==> config.mk <==
export PLATFORM = sky130hd
export DESIGN_NAME = fpu_share_arbiter
export DESIGN_NICKNAME = d
export VERILOG_FILES = /design/src/rtl/fpu_share_arbiter.sv
export SDC_FILE = /design/constraint.sdc
export NUM_CORES = 1
export LEC_CHECK = 0
export ABC_CLOCK_PERIOD_IN_PS = 1850
export BUFFER_PORTS_ARGS = -buffer_cell sky130_fd_sc_hd__clkbuf_2
export CAP_MARGIN = 5
export CORE_AREA = 2 2 160 162
export DETAILED_ROUTE_END_ITERATION = 8
export DIE_AREA = 0 0 162 164
export GPL_TIMING_DRIVEN = 0
export SLEW_MARGIN = 10
export SYNTH_ARGS = -nofsm -noshare
export SYNTH_HDL_FRONTEND = slang
export SYNTH_SLANG_ARGS = --single-unit
==> constraint.sdc <==
create_clock -name clk -period 1.85 [get_ports clk]
set_input_delay 0.37 -clock clk [delete_from_list [all_inputs] [get_ports clk]]
set_output_delay 0.37 -clock clk [all_outputs]
set_load 0.01 [all_outputs]
==> src/rtl/fpu_share_arbiter.sv <==
// rtl/fpu_share_arbiter.sv - round-robin sharing of one fixed-latency FPU among NUM_REQ requesters (optional FPU_ARB_STATS_EN adds per-requester grant counters)
module fpu_share_arbiter #(
    parameter int NUM_REQ = 4,
    parameter int LATENCY = 3
) (
    input  logic                          clk,
    input  logic                          reset,
    input  logic [NUM_REQ-1:0]            req_valid,
    output logic [NUM_REQ-1:0]            req_ready,
    input  logic [NUM_REQ*32-1:0]         req_opA,
    input  logic [NUM_REQ*32-1:0]         req_opB,
    input  logic [NUM_REQ*2-1:0]          req_op,
    output logic [31:0]                   fpu_opA,
    output logic [31:0]                   fpu_opB,
    output logic [1:0]                    fpu_op,
    input  logic [31:0]                   fpu_out,
    output logic                          rsp_valid,
    input  logic                          rsp_ready,
    output logic [$clog2(NUM_REQ)-1:0]    rsp_id,
    output logic [31:0]                   rsp_data,
    output logic                          busy
`ifdef FPU_ARB_STATS_EN
    ,
    output logic [NUM_REQ*16-1:0]         grant_cnt
`endif
);

    localparam int ID_W  = $clog2(NUM_REQ);
    localparam int CNT_W = (LATENCY > 1) ? $clog2(LATENCY) : 1;

    typedef enum logic [1:0] {
        IDLE = 2'd0,
        WAIT = 2'd1,
        RESP = 2'd2
    } state_t;

    state_t            state;
    logic [ID_W-1:0]   rr_ptr;
    logic [CNT_W-1:0]  cnt;
    logic [ID_W-1:0]   grant_idx;
    logic [ID_W-1:0]   cand;
    logic              found;
    logic              accept;

    // Round-robin pick: first asserted request after the last winner; grant only offered in IDLE
    always_comb begin
        found     = 1'b0;
        grant_idx = '0;
        cand      = '0;
        for (int k = 1; k <= NUM_REQ; k++) begin
            cand = ID_W'((int'(rr_ptr) + k) % NUM_REQ);
            if (!found && req_valid[cand]) begin
                found     = 1'b1;
                grant_idx = cand;
            end
        end
        req_ready = '0;
        if (state == IDLE && found) begin
            req_ready[grant_idx] = 1'b1;
        end
    end

    assign accept = |(req_valid & req_ready);

    // Control FSM: accept one op, hold operands through the FPU latency, present the tagged result
    always_ff @(posedge clk) begin
        if (reset) begin
            state     <= IDLE;
            rr_ptr    <= ID_W'(NUM_REQ - 1);
            cnt       <= '0;
            fpu_opA   <= '0;
            fpu_opB   <= '0;
            fpu_op    <= '0;
            rsp_valid <= 1'b0;
            rsp_id    <= '0;
            rsp_data  <= '0;
            busy      <= 1'b0;
        end else begin
            case (state)
                IDLE: begin
                    if (accept) begin
                        fpu_opA <= req_opA[32*grant_idx +: 32];
                        fpu_opB <= req_opB[32*grant_idx +: 32];
                        fpu_op  <= req_op[2*grant_idx +: 2];
                        rr_ptr  <= grant_idx;
                        rsp_id  <= grant_idx;
                        cnt     <= CNT_W'(LATENCY - 1);
                        busy    <= 1'b1;
                        state   <= WAIT;
                    end
                end
                WAIT: begin
                    if (cnt == '0) begin
                        rsp_data  <= fpu_out;
                        rsp_valid <= 1'b1;
                        state     <= RESP;
                    end else begin
                        cnt <= cnt - 1'b1;
                    end
                end
                RESP: begin
                    if (rsp_ready) begin
                        rsp_valid <= 1'b0;
                        busy      <= 1'b0;
                        state     <= IDLE;
                    end
                end
                default: begin
                    state <= IDLE;
                end
            endcase
        end
    end

`ifdef FPU_ARB_STATS_EN
    // Saturating per-requester accept counters
    always_ff @(posedge clk) begin
        if (reset) begin
            grant_cnt <= '0;
        end else if (accept && (grant_cnt[16*grant_idx +: 16] != 16'hFFFF)) begin
            grant_cnt[16*grant_idx +: 16] <= grant_cnt[16*grant_idx +: 16] + 16'd1;
        end
    end
`endif

endmodule
==> run_results.csv <==
group,metric,value,unit
outcome,status,"finished with violations",
outcome,violations,"DRC, setup timing",
placement,post_dp_cell_area,0.00746,sq mm
critical_path,crit_start,"rr_ptr[1]$_SDFFE_PP1P_",
yosys,syn-instance-count,600,
pwr,internal-power,5.09,mW
cts,path_clk_slew,0.08,ns
floorplan,core-area,0.0248,sq mm
floorplan,placementRows,58,
placement,place_congestion,0.839,
cts,clk_latency,0.36,ns
timing,fmax,462,MHz
cts,cts_hold_buf,0,
cells_and_area,drive_gt1_frac,0.494,
drt,ant_nets,0,
critical_path,r2r_start,"rr_ptr[0]$_SDFFE_PP1P_",
timing,hold_violations,0,
placement,place_hpwl,19500,microns
timing,setup_viol_count_final,63,
timing,clock-skew-final,0.00625,ns
drt,vias,6658,
cts,h-tree-depth,3,
timing,period_needed,2.17,ns
pwr,clkPwrFrac,0.239,
critical_path,slowest_delay,0.41,ns
floorplan,initial_utilization,0.202,
timing,rsz0062_at_grt,"true",
pwr,p_sw_frac,0.372,
critical_path,required,1.48,ns
yosys,synthDistinctLibCells,34,
floorplan,die_w,162,microns
placement,pre_cts_ws,-0.728,ns
cells_and_area,final_common_cell,"clkbuf_2",
yosys,synth_top_area_share,0.431,
cts,cts_tree,"yes",
global_routing,grt_pass1_vias,6461,
pwr,finalPower,8.10,mW
yosys,synth.largest_area_cell,"dfxtp_1",
cells_and_area,nNetsFinal,1341,
critical_path,cp.arrival,1.80,ns
pwr,ir_drop,433,uV
yosys,syn_nets,904,
global_routing,track_usage,0.182,
critical_path,slowest_stage,"o31a_2",
pwr,seqPwrFrac,0.369,
critical_path,path_max_fanout,8,
global_routing,grt_max_degree,20,
placement,placed_cells_incl_taps,1336,
yosys,syn_area_per_cell,8.36,sq um
placement,place.port_buffers,406,
drt,drtIter0Drc,665,
pwr,power.switching,3.02,mW
drt,drtPass1Iterations,9,
global_routing,grt_pass1_wl,36900,microns
floorplan,io_pins,409,
global_routing,antenna_found_initial,0,
critical_path,critPathTopFamily,"compound AO/OA/AOI/OAI gates",
cts,cts.sink_count,108,
critical_path,cp-end-kind,"primary output",
cts,cts_buffers,9,
yosys,synthTopCellsByArea,"dfxtp_1 43%, a222oi_1 13%, a311oi_1 12%, nand2_1 10%, nor2_1 6.0%",
cells_and_area,layout_common_cells,"418 x clkbuf_2, 133 x nand2_1, 105 x dfxtp_1",
worst_hold_path,hold_class,"primary input to flip-flop",
floorplan,die_y,164,microns
timing,setup_ws,-0.316,ns
timing,maxSlewViolCount,0,
critical_path,cp.buffers_inverters,3,
timing,period_share,1.17,
drt,drc,23,
pwr,powerDensity,978,mW/mm^2
yosys,synth_seq_cells,108,
critical_path,cpMostUsedCell,"buf_8",
floorplan,floorplan.die_area,0.0266,sq mm
yosys,synth-seq-area-share,0.431,
worst_hold_path,hold_path.startpoint,"fpu_out[5]",
cts,cts_root_buf,"clkbuf_16",
pwr,p_leak,3.86,nW
cells_and_area,stdcell_count,1372,
flow_run,cap_violations,0,
yosys,yosys_warnings,0,
yosys,synth.cell_area,0.00501,sq mm
critical_path,crit_chain,"nor2b_4, o31a_2, buf_8, buf_8, and2_4, buf_6",
cts,cts_buffer_depth,2,
pwr,combPwrFrac,0.391,
drt,viasPerCell,4.85,
cells_and_area,n_antenna_cell,0,
timing,setup_tns,-7.20,ns
timing,slew_headroom,0.529,
drt,wl,25400,microns
cells_and_area,syn_to_final_growth,65.3,%
critical_path,worstSetupStartpointType,"flip-flop",
drt,drt-wirelength-per-cell,18.5,microns
global_routing,grt_overflow,0,
cells_and_area,design_area,0.00829,sq mm
critical_path,crit_type,"flip-flop to primary output",
timing,worstMarginPinSlew,0.706,ns
sequential cells by signal, indices dropped and copies added (netlist names):
register   cells
rsp_data      32
state          2
fpu_opB       32
fpu_opA       32
rsp_valid      1
rr_ptr         2
busy           1
fpu_op         2
rsp_id         2
cnt            2
worst register-to-register path, cell delays in order (launching register included):
cell and delay [ns]:
dfxtp_4 0.38, nand2b_4 0.17, a22oi_2 0.18, o2bb2ai_4 0.14
buf_12 0.16, buf_4 0.15, a222oi_1 0.61, a311oi_1 0.18
power by group through the flow:
stage | Clock, mW | Combinational, mW | Sequential [mW]
after floorplan | 0 | 1.36 | 3.15
after global placement | 0 | 2.81 | 2.99
after detailed placement | 0 | 2.82 | 3.00
after CTS | 2.01 | 3.12 | 2.97
after global routing | 2.11 | 3.46 | 3.04
final | 1.94 | 3.17 | 2.99
per-stage QoR:
step	hold slack, ns	util
floorplan	0.481	-
global placement	0.443	0.301
detailed placement	0.446	0.301
CTS	0.208	0.329
global route	0.217	0.334
finish	0.225	0.334
kinds of logic after synthesis:
kind of cell,count (synthesis),share of synthesized area
AO/OA/AOI/OAI,186,0.311
flip-flops,108,0.431
AND/OR/NAND/NOR,234,0.186
adder cells (fa/ha/maj),1,0.00250
buffers and inverters,71,0.0689
path summary, 6_finish.rpt:
| check | endpoint | slack (ns) | depth (start not counted) |
|---|---|---|---|
| hold / removal | rsp_data[5]$_SDFFE_PP0P_ | 0.22 | 3 |
| setup / recovery | req_ready[3] | -0.32 | 6 |
| hold reg to reg | rsp_data[27]$_SDFFE_PP0P_ | 0.46 | 2 |
| setup reg to reg | fpu_opB[1]$_SDFFE_PP0P_ | -0.26 | 7 |
area by class of cell:
type | count | area [sq um]
fill | 2704 | 16500
tap | 330 | 413
clock buffer | 10 | 229
multi-input combinational | 421 | 2610
timing repair buffer | 431 | 2310
inverter | 5 | 18.8
buffer | 61 | 472
clock inverter | 6 | 55.1
sequential | 108 | 2170
cells in the mapped netlist, drive strengths merged:
| master | number |
|---|---|
| a21oi | 39 |
| or3 | 1 |
| ha | 1 |
| nor2b | 3 |
| a221oi | 1 |
| o211ai | 1 |
| o211a | 1 |
| nor2 | 80 |
| a311oi | 67 |
| and2 | 3 |
| a222oi | 66 |
| o21ai | 3 |
| nand2 | 133 |
| inv | 5 |
| dfxtp | 108 |
| or2 | 1 |
| a2111oi | 1 |
| o2bb2ai | 1 |
| nor4 | 1 |
| buf | 33 |
| nor3b | 1 |
| a211oi | 1 |
| clkbuf | 33 |
| o21bai | 3 |
| o31a | 1 |
| nor3 | 9 |
| nand2b | 2 |
| a22oi | 1 |
repair_timing:
item                                    in CTS  in global routing
pin swaps                                   72                 17
setup buffers                               17                  6
resized for setup                           76                 34
endpoints found under the setup margin     104                103
cloned                                       2                  1
metal layers:
layer	up-vias	GRT usage	part of all wire
met3	33	0.0460	0.081
met4	0	0.0567	0.022
li1	3179	-	-
met1	3063	0.226	0.41
met2	383	0.312	0.48
met5	-	0	0
(Power assumes the default switching activity.)
